===== config.mk =====
export PLATFORM = sky130hd
export DESIGN_NAME = pattern_seq_gen
export DESIGN_NICKNAME = d
export VERILOG_FILES = /design/src/rtl/pattern_seq_gen.sv
export SDC_FILE = /design/constraint.sdc
export NUM_CORES = 1
export LEC_CHECK = 0
export ABC_AREA = 0
export BUFFER_PORTS_ARGS = -buffer_cell sky130_fd_sc_hd__buf_4
export CORE_ASPECT_RATIO = 2
export CORE_UTILIZATION = 58
export CTS_BUF_LIST = sky130_fd_sc_hd__clkbuf_4
export DETAILED_ROUTE_END_ITERATION = 12
export PLACE_DENSITY_LB_ADDON = 0.2
export REMOVE_ABC_BUFFERS = 1
export SYNTH_ARGS = -nofsm -noshare
export SYNTH_HDL_FRONTEND = slang
export SYNTH_SLANG_ARGS = --single-unit

===== constraint.sdc =====
create_clock -name iCLK -period 7 [get_ports iCLK]
set_clock_uncertainty 0.1 [all_clocks]
set_input_delay 1.05 -clock iCLK [delete_from_list [all_inputs] [get_ports iCLK]]
set_output_delay 1.05 -clock iCLK [all_outputs]
set_load 0.005 [all_outputs]

===== src/rtl/pattern_seq_gen.sv =====
// Multi-channel pattern sequencer: a prescaler tick walks a writable pattern memory
// and drives one registered output bit per channel, in loop or one-shot mode.
module pattern_seq_gen #(
    parameter int                          CLK_DIV    = 12500000,
    parameter int                          PAT_LEN    = 12,
    parameter int                          CHANNELS   = 1,
    parameter logic [PAT_LEN*CHANNELS-1:0] PATTERN    = 12'hCDC,
    parameter bit                          IDLE_LEVEL = 1'b0,
    localparam int                         SW         = (PAT_LEN > 1) ? $clog2(PAT_LEN) : 1
) (
    input  logic                iCLK,
    input  logic                iRST,
    input  logic                iSTART,
    input  logic                iSTOP,
    input  logic                iEN,
    input  logic                iMODE,
    input  logic                iWE,
    input  logic [SW-1:0]       iADDR,
    input  logic [CHANNELS-1:0] iDATA,
    output logic [CHANNELS-1:0] oSIG,
    output logic [SW-1:0]       oSTEP,
    output logic                oTICK,
    output logic                oBUSY,
    output logic                oDONE
);

    localparam int                  PW       = (CLK_DIV > 1) ? $clog2(CLK_DIV) : 1;
    localparam logic [PW-1:0]       DIV_MAX  = PW'(CLK_DIV - 1);
    localparam logic [SW-1:0]       STEP_MAX = SW'(PAT_LEN - 1);
    localparam logic [CHANNELS-1:0] IDLE_SIG = {CHANNELS{IDLE_LEVEL}};

    typedef enum logic {
        S_IDLE = 1'b0,
        S_RUN  = 1'b1
    } state_t;

    state_t              r_state, w_state_nxt;
    logic [SW-1:0]       r_step,  w_step_nxt;
    logic [PW-1:0]       r_presc, w_presc_nxt;
    logic                r_mode,  w_mode_nxt;
    logic                w_done_nxt;
    logic                w_tick;
    logic                w_addr_ok;
    logic                r_done;
    logic [CHANNELS-1:0] r_sig;
    logic [CHANNELS-1:0] r_mem [PAT_LEN];

    // NOTE: sequential state uses <= so every register samples pre-edge values.
    always_ff @(posedge iCLK or posedge iRST) begin
        if (iRST) begin
            r_state <= S_IDLE;
            r_step  <= '0;
            r_presc <= '0;
            r_mode  <= 1'b0;
        end else begin
            r_state <= w_state_nxt;
            r_step  <= w_step_nxt;
            r_presc <= w_presc_nxt;
            r_mode  <= w_mode_nxt;
        end
    end

    always_comb begin
        // NOTE: defaults first so every path assigns every signal and no latch is inferred.
        w_state_nxt = r_state;
        w_step_nxt  = r_step;
        w_presc_nxt = r_presc;
        w_mode_nxt  = r_mode;
        w_done_nxt  = 1'b0;
        w_tick      = 1'b0;
        case (r_state)
            S_IDLE: begin
                if (iSTART && !iSTOP) begin
                    w_state_nxt = S_RUN;
                    w_step_nxt  = '0;
                    w_presc_nxt = '0;
                    w_mode_nxt  = iMODE;
                end
            end
            S_RUN: begin
                if (iSTOP) begin
                    w_state_nxt = S_IDLE;
                    w_step_nxt  = '0;
                    w_presc_nxt = '0;
                end else if (iSTART) begin
                    // Restart discards any tick falling due in this cycle.
                    w_step_nxt  = '0;
                    w_presc_nxt = '0;
                    w_mode_nxt  = iMODE;
                end else if (iEN) begin
                    if (r_presc == DIV_MAX) begin
                        w_tick      = 1'b1;
                        w_presc_nxt = '0;
                        if (r_step != STEP_MAX) begin
                            w_step_nxt = r_step + SW'(1);
                        end else begin
                            w_step_nxt = '0;
                            if (r_mode) begin
                                w_state_nxt = S_IDLE;
                                w_done_nxt  = 1'b1;
                            end
                        end
                    end else begin
                        w_presc_nxt = r_presc + PW'(1);
                    end
                end
            end
            default: w_state_nxt = S_IDLE;
        endcase
    end

    always_comb begin
        oBUSY = (r_state == S_RUN);
        oTICK = w_tick;
    end

    assign w_addr_ok = (32'(iADDR) < PAT_LEN);

    // NOTE: the pattern memory is reset to PATTERN, so it is built from flops, not a RAM macro.
    always_ff @(posedge iCLK or posedge iRST) begin
        if (iRST) begin
            for (int k = 0; k < PAT_LEN; k++) begin
                r_mem[k] <= PATTERN[k*CHANNELS +: CHANNELS];
            end
            r_sig  <= IDLE_SIG;
            r_done <= 1'b0;
        end else begin
            if (iWE && w_addr_ok) begin
                r_mem[iADDR] <= iDATA;
            end
            r_sig  <= (r_state == S_RUN) ? r_mem[w_step_nxt] : IDLE_SIG;
            r_done <= w_done_nxt;
        end
    end

    assign oSIG  = r_sig;
    assign oSTEP = r_step;
    assign oDONE = r_done;

endmodule

# Yosys cells after proc, flatten, opt, wreduce, memory -nomap -nowiden
# Cells that the tools add are included.
# totals
ff_bits,44
out_inout_bits,8
word_cells,83
# classes
add_sub_neg,2
n_lt_le_gt_ge,4
eq_ne,6
n_mux,44
bitwise,3
n_reduce_logical,6
# ops
cell,n
two-way mux 24 bit,5
one-hot mux 24 bit (2 select lines),1
two-way mux 1 bit,26
"adder 24 x 1 -> 24 bit, second input constant",1
"equality test 24 bit, second input constant",1
two-way mux 4 bit,6
bitwise mux 12 bit,1
"greater-or-equal comparator 5 bit, second input constant",2
NOT 4 -> 5 bit,2
"inequality test 4 bit, second input constant",2
one-hot mux 4 bit (2 select lines),1
"inequality test 2 bit, second input constant",3
"< comparator 5 x 1 -> 1 bit, second input constant",1
"adder 4 x 1 -> 4 bit, second input constant",1
binary-select mux 1 bit (select 4 bit),1
demux 1 bit (select 4 bit),1
"< comparator 4 bit, second input constant",1
one-hot mux 1 bit (2 select lines),2
logical AND 1 bit,3
AND reduction 3 bit,1
AND reduction 2 bit,1
logical NOT 1 bit,1
NOT 1 bit,1

# Logic depth before layout (Yosys ltp)
# Gate-level depths: netlist of the first run.
# logic_depth
ltp_word,12
ltp_mapped,9

# Least setup slack after synthesis of the first run
# OpenSTA, ideal clock, no wires.
# synth_path
path_type,input port to flip-flop
start,input iSTOP
end,register r_sig (netlist: oSIG)
setup_ns,0.131
t_arrival_ns,2.693
required_ns,6.769
setup_slack_ns,4.076
path_stages,9
n_path_buf,2
cell_sequence,buf_2 > nor2b_1 > nor2_2 > o221ai_1 > o31a_1 > buf_6 > mux2_1 > o221ai_1 > o22ai_1
# synth_between
elab_chain_len,9
word_cells_on_any_way,10
classes_between,mux: 7; bitwise: 1; reduce/logical: 2
# synth_rtl
element,line,rtl
start: declaration,14,"input logic iSTOP,"
logical NOT 1 bit,73,if (iSTART && !iSTOP) begin
logical AND 1 bit,73,
two-way mux 4 bit,73,
one-hot mux 4 bit (2 select lines) (*),71,case (r_state)
NOT 4 -> 5 bit (implied by the code) (*),131,r_sig <= (r_state == S_RUN) ? r_mem[w_step_nxt] : IDLE_SIG;
binary-select mux 1 bit (select 4 bit) (*),131,
two-way mux 1 bit (implied by the code) (*) (2 in a row),131,
two-way mux 1 bit (*),131,
end signal: assignment,131,
end: declaration,45,logic [CHANNELS-1:0] r_sig;
# Every way passes the cells marked *; elsewhere a longest branch is shown, timed or not. The select of a mux whose other input is x is not followed.
# A chain may end at the register's enable or synchronous reset.

# Final worst setup path of the first run
# layout_path
start,register r_presc[0]
end,output oTICK
# layout_between
elab_chain_len,6
# layout_rtl
element,line,rtl
start: declaration,39,"logic [PW-1:0] r_presc, w_presc_nxt;"
start signal: assignment,58,r_presc <= w_presc_nxt;
equality test 24 bit,91,if (r_presc == DIV_MAX) begin
two-way mux 1 bit,91,
two-way mux 1 bit,90,end else if (iEN) begin
two-way mux 1 bit,85,end else if (iSTART) begin
two-way mux 1 bit,81,if (iSTOP) begin
two-way mux 1 bit,71,
end: declaration,22,"output logic oTICK,"
# Every way passes these cells.

==> metrics.txt, run 1 <==
Post-CTS Setup Inserts 0; worst skew pair latency 0.35 ns; worst r2r path cells 8; crit path max fanout 5; routed vias/inst 6.022; Inserted Clock Buffers 5; Chip Width 48.05 um; warnings from Yosys 0; worst setup path startpoint r_presc[0]$_DFFE_PP0P_; P per Cell Area 186.0 mW/mm2; Layout Nets 284; flops & latches, synth 44; Final ANT Viol Nets 0; Syn-to-layout area delta 10.94%; final wirelength 5452 um; vias in the first global route 1908; startpoint types flop; worst flop-to-flop path endpoint oSIG$_DFF_PP0_; CTS Root Cell clkbuf_4; CP cell instances ha_1 > and4_1 > and4_4 > nand3_4 > inv_1 > buf_4; die area 0.004522 mm2; cts hold-fix bufs 0; Yosys top cell by area dfrtp_1; Final Worst Setup Slack 3.924 ns; MaxCap Viol Count 0; EDFF count, synth 0; largest net degree at the start of global routing 45; Tmin final 3.076 ns; ys flop type dfrtp_1; Post-Place Cells 315; Crit path arrival time 1.93 ns; slowest stage delay, CP 0.46 ns; critical path endpoint category primary output; final setup fails 0; Peak Freq 325.1 MHz; die height 94.10 um; first drt pass iteration count 4; RSZ-0062 raised after global routing false; Async SR Flop Fraction 100.0%; # DRC 0; Resized Gates After CTS 0; status finished clean; sequential share of the synthesized area 45.12%; top-count cell post-synth dfrtp_1; # port buffers 19; post-synth top area share 37.64%; Core ar. 0.004088 mm2; Worst Hold Class flop to flop; Worst-path clk slew 0.12 ns; Sink Count 44; # rows 33; Ports 20; CP max-delay cell dfrtp_1; GP Congestion 0.8890; DR WL/cell 16.88 um; Pins Over Slew Limit 0; fin cells 323; fin area 0.002729 mm2; Leakage 1.244 nW; Mapped Cells 248; mean area per synthesized cell 9.919 um2; # H-tree levels 2; WHS Path Cells 1; Placement Cell Area 0.002649 mm2; layout cells sized above 1 21.77%; top post-synthesis cells by area dfrtp_1 38%, dfstp_2 7.5%, mux2_2 6.0%; Post-DP HPWL 4129 um; list of most frequent post-synthesis cells 37 x dfrtp_1, 33 x nor2_1, 23 x nand2_1, 13 x mux2_2, 12 x xor2_1; Mapped Area 0.002460 mm2; vias 1945; Max Root-Sink Buffers 2; Critical Path End oTICK; Initial Utilization 60.18%; CTS tree yes; reg2reg start r_presc[0]$_DFFE_PP0P_; final hold vios 0; worst slack, placed 3.759 ns; initial antenna violation count 0; Initial DRC Count 38; GR Util All Layers 26.89%; maximum vdd drop 0.0001810 V; antenna cells 0; first-pass GRT wire length 8528 um; worst endpoint required time 5.85 ns; Max transition margin 49.70%; fill count 336; r2r setup slk 4.39 ns; slew at the pin closest to its max-slew limit 0.7487 ns; Yosys cell types 55; setup TNS 0 ns; type of the worst setup path flop to primary output; crit share post-route 43.94%; GRT Residual Overflow 0; Final Core Density 66.76%
through the flow:
stage | hold slack, ns | power, mW
finish | 0.4238 | 0.5076
floorplan | 0.3595 | 0.3311
detailed placement | 0.3966 | 0.3564
global placement | 0.3928 | 0.3546
CTS | 0.4247 | 0.5134
global route | 0.4364 | 0.5314
flip-flops by register name, indices dropped and copies added (netlist names):
name	flops
r_mem	12
r_mode	1
oSIG	1
r_presc	24
oDONE	1
oSTEP	4
oBUSY	1
cell type report:
class                   count  area [um2]  share of cell area, %
clock buffers               6       45.04                  1.651
inverters                   9       33.78                  1.238
multi-input cells         189        1282                  47.00
well taps                  52       65.06                  2.384
repair buffers             21       157.7                  5.777
clock inverters             2       35.03                  1.284
flip-flops and latches     44        1110                  40.67
per-layer routing:
metal	global-route usage, %	share of wire [%]
met5	0	0
met4	15.51	4.1
met3	3.654	2.4
met2	47.86	57
met1	27.06	37
cell families after synthesis:
family / Yosys count / synth area share [%]
DFF: 44 / 45.12
adders and majority gates: 2 / 1.017
muxes: 17 / 7.833
and+or+nand+nor: 119 / 27.47
buffers and inverters: 15 / 2.746
xor gates and xnor gates: 18 / 6.409
AOI/OAI and AO/OA: 33 / 9.411
worst min-delay path by stage:
stage                            startpoint  slack, ns                      end
floorplan           r_presc[17]$_DFFE_PP0P_       0.36  r_presc[17]$_DFFE_PP0P_
global placement       r_mem[6]$_DFFE_PP0P_       0.39     r_mem[6]$_DFFE_PP0P_
detailed placement     r_mem[6]$_DFFE_PP0P_       0.40     r_mem[6]$_DFFE_PP0P_
CTS                    r_mem[6]$_DFFE_PP0P_       0.42     r_mem[6]$_DFFE_PP0P_
global route           r_mem[6]$_DFFE_PP0P_       0.44     r_mem[6]$_DFFE_PP0P_
finish                 r_mem[6]$_DFFE_PP0P_       0.42     r_mem[6]$_DFFE_PP0P_
where the power goes:
group	total [mW]	switching, mW	internal, mW
Sequential	0.292	0.0128	0.279
Combinational	0.0589	0.0287	0.0301
Clock	0.156	0.0777	0.0788
critical path: cells and delay by family (launching register included):
family	cells	cell delay, ns
buffers and inverters	2	0.26
AND/OR/NAND/NOR	3	0.61
flip-flops	1	0.46
adder cells (fa/ha/maj)	1	0.24
cells in the final DEF, fill, tap and decap left out, types with 2 or more instances in the layout:
cell type	n
o31ai_1	2
a21oi_1	4
o221ai_1	2
buf_4	21
dfrtp_1	37
nand2_1	23
nand2b_1	6
xnor2_1	6
nor4_1	2
o22ai_1	3
clkbuf_4	6
o211ai_1	2
or4_1	2
inv_1	8
o21ai_0	9
and2_1	2
nand3b_1	4
nor2b_1	4
ha_1	2
and3_1	6
and4_1	5
nand3_1	6
nor3b_1	3
mux2i_1	2
nor2_1	33
nand4_1	7
and3b_1	2
nor3_1	4
dfstp_2	7
xor2_1	12
mux2_2	13
Power figures use the tool's default switching activity.
==> run 2, diff against run 1 <==
--- a/config.mk
+++ b/config.mk
@@ -8,7 +8,7 @@
 export ABC_AREA = 0
 export BUFFER_PORTS_ARGS = -buffer_cell sky130_fd_sc_hd__buf_4
 export CORE_ASPECT_RATIO = 2
-export CORE_UTILIZATION = 58
+export CORE_UTILIZATION = 56
 export CTS_BUF_LIST = sky130_fd_sc_hd__clkbuf_4
 export DETAILED_ROUTE_END_ITERATION = 12
 export PLACE_DENSITY_LB_ADDON = 0.2
==> constraint.sdc (replaced) <==
create_clock -name iCLK -period 2.49 [get_ports iCLK]
set_clock_uncertainty 0.1 [all_clocks]
set_input_delay 0.3735 -clock iCLK [delete_from_list [all_inputs] [get_ports iCLK]]
set_output_delay 0.3735 -clock iCLK [all_outputs]
set_load 0.005 [all_outputs]
==> metrics.txt, run 2 (synthesis gave the netlist of run 1 again) <==
worst skew pair latency 0.36 ns (about the same); Max Root-Sink Buffers 2 (unchanged); Pins Over Slew Limit 0 (unchanged); Initial DRC Count 47 (+24%); Reg area 0.001114 mm2 (+0.34%); final wirelength 5985 um (+9.8%); Leakage 1.333 nW (+7.2%); Ports 20 (unchanged); # H-tree levels 2 (unchanged); Final Worst Setup Slack 0.06320 ns (-3.861 ns); crit path max fanout 6 (+1); initial antenna violation count 0 (unchanged); GP Congestion 0.9331 (+5.0%); worst r2r path cells 8 (unchanged); slew at the pin closest to its max-slew limit 0.9222 ns (+0.1735 ns); commonest non-fill, non-tap cell in the layout buf_4; Max transition margin 38.14% (-12 points); crit share post-route 97.46%; worst flop-to-flop path endpoint oSIG$_DFF_PP0_; Top reg by flops r_presc; first-pass GRT wire length 9922 um (+16%); final hold vios 12 (+12); layout cells sized above 1 28.82% (+7.0 points); vias in the first global route 2102 (+10%); die area 0.004678 mm2 (+3.5%); Crit path arrival time 2.61 ns (+0.68 ns); fill count 327 (-2.7%); leading cell types in the layout, fill and taps excluded 38 x buf_4, 34 x dfrtp_1, 33 x nor2_1; first drt pass iteration count 4 (unchanged); Syn-to-layout area delta 17.80%; startpoint types flop; area of the multi-input gates 0.001320 mm2 (+2.9%); max reg flops 24 (unchanged); DR WL/cell 17.60 um (+4.3%); maximum vdd drop 0.0003662 V (+100%); failing checks negative hold slack; Critical Path End oSIG$_DFF_PP0_; Worst Hold Class input pin to asynchronous set/reset pin; r2r setup slk 0.06 ns (-4.33 ns); # rows 33 (unchanged); GRT Residual Overflow 0 (unchanged); Worst-path clk slew 0.13 ns (about the same); CTS tree yes; Hold WS -0.01076 ns (-0.4345 ns); antenna cells 0 (unchanged); GR Util All Layers 28.62% (+1.7 points); MaxCap Viol Count 0 (unchanged); Inserted Clock Buffers 5 (unchanged); cts hold-fix bufs 0 (unchanged); # port buffers 19 (unchanged); vias 2034 (+4.6%); Chip Width 48.87 um (+1.7%); worst slack, placed 0.02932 ns (-3.730 ns); Post-Place Cells 328 (+4.1%); reg2reg start r_presc[6]$_DFFE_PP0P_; # DRC 0 (unchanged); Sink Count 44 (unchanged); largest net degree at the start of global routing 28 (-38%); die height 95.73 um (+1.7%); final setup fails 0 (unchanged); worst setup path startpoint r_presc[6]$_DFFE_PP0P_; Peak Freq 412.1 MHz; critical path endpoint category flop; Post-DP HPWL 4569 um (+11%); Tmin final 2.427 ns; fin cells 340 (+5.3%); Initial Utilization 58.99% (-1.2 points); Final ANT Viol Nets 0 (unchanged); Core ar. 0.004170 mm2 (+2.0%); type of the worst setup path flop to flop; CTS Root Cell clkbuf_4; P per Cell Area 503.3 mW/mm2 (+170%); status finished, violations left; Layout Nets 301 (+6.0%); worst endpoint required time 2.68 ns (-3.17 ns); routed vias/inst 5.982 (-0.65%)
==> run 2: worst max-delay path, cell delays in order (launching register included) <==
cell	delay, ns
dfrtp_1	0.46
nor4_4	0.32
and4_4	0.30
nand3_4	0.08
o31a_1	0.40
buf_4	0.18
mux2i_1	0.11
mux2_4	0.25
o22ai_1	0.14
==> run 2: how the worst min path moves through the flow <==
stage / startpoint / to / slack, ns / depth (start not counted)
2_1_floorplan: iSTOP / oBUSY$_DFF_PP0_ / 0.34 / 1
3_3_place_gp: r_presc[1]$_DFFE_PP0P_ / r_presc[1]$_DFFE_PP0P_ / 0.39 / 2
3_5_place_dp: iRST / r_mem[10]$_DFFE_PP0P_ / 0.40 / 2
4_1_cts: iRST / r_mem[10]$_DFFE_PP0P_ / 0.009 / 2
5_1_grt: iRST / r_presc[23]$_DFFE_PP0P_ / 0.04 / 2
6_report: iRST / r_presc[22]$_DFFE_PP0P_ / -0.01 / 2
==> run 2: repair_timing <==
item / CTS / global route
setup buffers: 0 / 4
setup endpoints to repair: 0 / 1
gates resized for setup: 0 / 10
endpoints found under the hold margin: 0 / 0
==> run 2: power by group <==
part | internal, mW | leakage, nW | switching (mW) | total (mW)
combinational | 0.0972 | 0.715 | 0.0916 | 0.189
clock | 0.221 | 0.0456 | 0.230 | 0.451
sequential | 0.786 | 0.573 | 0.0325 | 0.818
==> run 2: metal layers <==
layer	track usage (%)	part of all wire, %
met2	56.60	58
met3	3.633	2.1
met4	17.89	5.1
met1	27.01	35
met5	0	0
==> run 2: stage by stage <==
stage	hold slack [ns]	util [%]	setup TNS (ns)	total power, mW	instance area, um2
2_1_floorplan	0.3399	-	0	0.9308	2426
3_3_place_gp	0.3900	65.86	0	1.007	2746
3_5_place_dp	0.3980	65.86	0	1.013	2746
4_1_cts	0.009079	67.78	0	1.460	2826
5_1_grt	0.04285	69.49	-0.01793	1.519	2898
6_report	-0.01076	69.49	0	1.458	2898
==> run 2: final cells by class <==
| type | instances | area share [%] |
|---|---|---|
| multi-input combinational | 189 | 45.55 |
| sequential | 44 | 38.43 |
| timing repair buffer | 38 | 9.845 |
| tap | 52 | 2.245 |
| clock buffer | 6 | 1.554 |
| clock inverter | 2 | 1.209 |
| inverter | 9 | 1.166 |
==> run 3, diff against run 2 <==
--- a/config.mk
+++ b/config.mk
@@ -8,9 +8,11 @@
 export ABC_AREA = 0
 export BUFFER_PORTS_ARGS = -buffer_cell sky130_fd_sc_hd__buf_4
 export CORE_ASPECT_RATIO = 2
+export CORE_MARGIN = 8
 export CORE_UTILIZATION = 56
 export CTS_BUF_LIST = sky130_fd_sc_hd__clkbuf_4
 export DETAILED_ROUTE_END_ITERATION = 12
+export HOLD_SLACK_MARGIN = 0.03
 export PLACE_DENSITY_LB_ADDON = 0.2
 export REMOVE_ABC_BUFFERS = 1
 export SYNTH_ARGS = -nofsm -noshare
==> metrics.txt, run 3 (synthesis gave the netlist of run 1 again) <==
status finished clean; P per Cell Area 557.3 mW/mm2 (+11%); Placement Cell Area 0.002764 mm2 (+0.64%); worst skew pair latency 0.35 ns (about the same); routed vias/inst 5.882 (-1.7%); Core ar. 0.004297 mm2 (+3.0%); CTS tree yes; CTS Root Cell clkbuf_4; max reg flops 24 (unchanged); Initial DRC Count 63 (+34%); Max Root-Sink Buffers 2 (unchanged); Sink Count 44 (unchanged); Max transition margin 44.08% (+5.9 points); Leakage 1.375 nW (+3.1%); leading cell types in the layout, fill and taps excluded 41 x buf_4, 36 x dfrtp_1, 33 x nor2_1; initial antenna violation count 0 (unchanged); worst endpoint required time 2.65 ns (-0.03 ns); slew at the pin closest to its max-slew limit 0.8337 ns (-0.08853 ns); # port buffers 19 (unchanged); Final Core Density 69.13% (-0.35 points); GR Util All Layers 17.91% (-11 points); Chip Width 62.87 um (+29%); Crit path arrival time 2.64 ns (+0.03 ns); Tmin final 2.474 ns (+0.04750 ns); maximum vdd drop 0.0004781 V (+31%); final wirelength 6192 um (+3.5%); crit path max fanout 6 (unchanged); # H-tree levels 2 (unchanged); startpoint types flop; layout cells sized above 1 28.67% (-0.15 points); Initial Utilization 57.25% (-1.7 points); DR WL/cell 17.84 um (+1.4%); first drt pass iteration count 4 (unchanged); die area 0.006898 mm2 (+47%); Worst Hold Class input pin to flop; GRT Residual Overflow 0 (unchanged); Layout Nets 306 (+1.7%); Ports 20 (unchanged); final hold vios 0 (-12); Peak Freq 404.2 MHz (-1.9%); MaxCap Viol Count 0 (unchanged); type of the worst setup path flop to flop; antenna cells 0 (unchanged); Worst-path clk slew 0.13 ns (about the same); Inserted Clock Buffers 5 (unchanged); fin cells 347 (+2.1%); fin area 0.002970 mm2 (+2.5%); final setup fails 0 (unchanged); commonest non-fill, non-tap cell in the layout buf_4; Top reg by flops r_presc; RSZ-0062 raised after global routing true; Pins Over Slew Limit 0 (unchanged); Post-Place Cells 332 (+1.2%); die height 109.7 um (+15%); GP Congestion 0.9146 (-2.0%); largest net degree at the start of global routing 26 (-7.1%); # DRC 0 (unchanged); # rows 34 (+3.0%); critical path endpoint category flop; Post-DP HPWL 4748 um (+3.9%); Final ANT Viol Nets 0 (unchanged); first-pass GRT wire length 9867 um (-0.55%); Syn-to-layout area delta 20.75%; vias in the first global route 2170 (+3.2%); vias 2041 (+0.34%); crit share post-route 99.37% (+1.9 points)
## run 3: cell count changes in the layout (fill, tap and decap cells not counted), sizes merged
cell and change:
buf +4, bufinv +2, clkbuf -1, clkinv -1, dlygate4sd3 +1
## run 3: final timing paths
check	from	endpoint	slack (ns)	depth (start not counted)
max	r_presc[7]$_DFFE_PP0P_	oSIG$_DFF_PP0_	0.02	8
min	iMODE	r_mode$_DFFE_PP0P_	0.13	3
max reg2reg	r_presc[7]$_DFFE_PP0P_	oSIG$_DFF_PP0_	0.02	8
min reg2reg	r_mem[6]$_DFFE_PP0P_	r_mem[6]$_DFFE_PP0P_	0.43	1
max in group asynchronous	iRST	r_presc[7]$_DFFE_PP0P_	1.05	4
min in group asynchronous	iRST	r_mem[11]$_DFFE_PP0P_	0.53	3
## run 3: stage by stage
| stage | worst slack [ns] | hold WS (ns) | total power, mW | TNS [ns] |
|---|---|---|---|---|
| after global routing | -0.04944 | 0.1158 | 1.714 | -0.04944 |
| after detailed placement | 0.05486 | 0.3740 | 1.015 | 0 |
| final | 0.01570 | 0.1338 | 1.655 | 0 |
| after CTS | 0.04167 | 0.1182 | 1.660 | 0 |
| after floorplan | 0.1701 | 0.3399 | 0.9308 | 0 |
| after global placement | 0.09210 | 0.3695 | 1.009 | 0 |
## run 3: power by group
group          internal, mW  total [mW]  switching (mW)
Clock                 0.414       0.645           0.231
Combinational         0.100       0.193          0.0924
Sequential            0.785       0.818          0.0329
Total                  1.30        1.66           0.356
## run 3: area by class of cell
type	instances	area [um2]
Clock buffer	5	37.54
Clock inverter	3	90.09
Fill cell	343	1326
Inverter	9	33.78
Multi-Input combinational cell	189	1301
Sequential cell	44	1111
Tap cell	54	67.56
Timing Repair Buffer	43	329.1
## run 3: worst max-delay path, cell delays in order (launching register included)
cell     delay, ns
dfrtp_2       0.45
nor4b_2       0.31
and4_4        0.30
nand3_4       0.08
o31a_1        0.40
buf_6         0.16
mux2i_1       0.11
mux2_2        0.28
o22ai_1       0.19
## run 3: layer usage
metal  global-route usage [%]  up-vias  wire, um
li1                         -      973         -
met1                    15.54     1007      2138
met2                    37.88       44      3710
met3                    2.857       17       128
met4                    7.882        0       215
met5                        0        -         0
## run 3: repair_timing
item,CTS,global route
endpoints found under the hold margin,17,0
endpoints found under the setup margin,0,1
buffers inserted,0,6
resized for setup,0,5
hold buffers,1,0
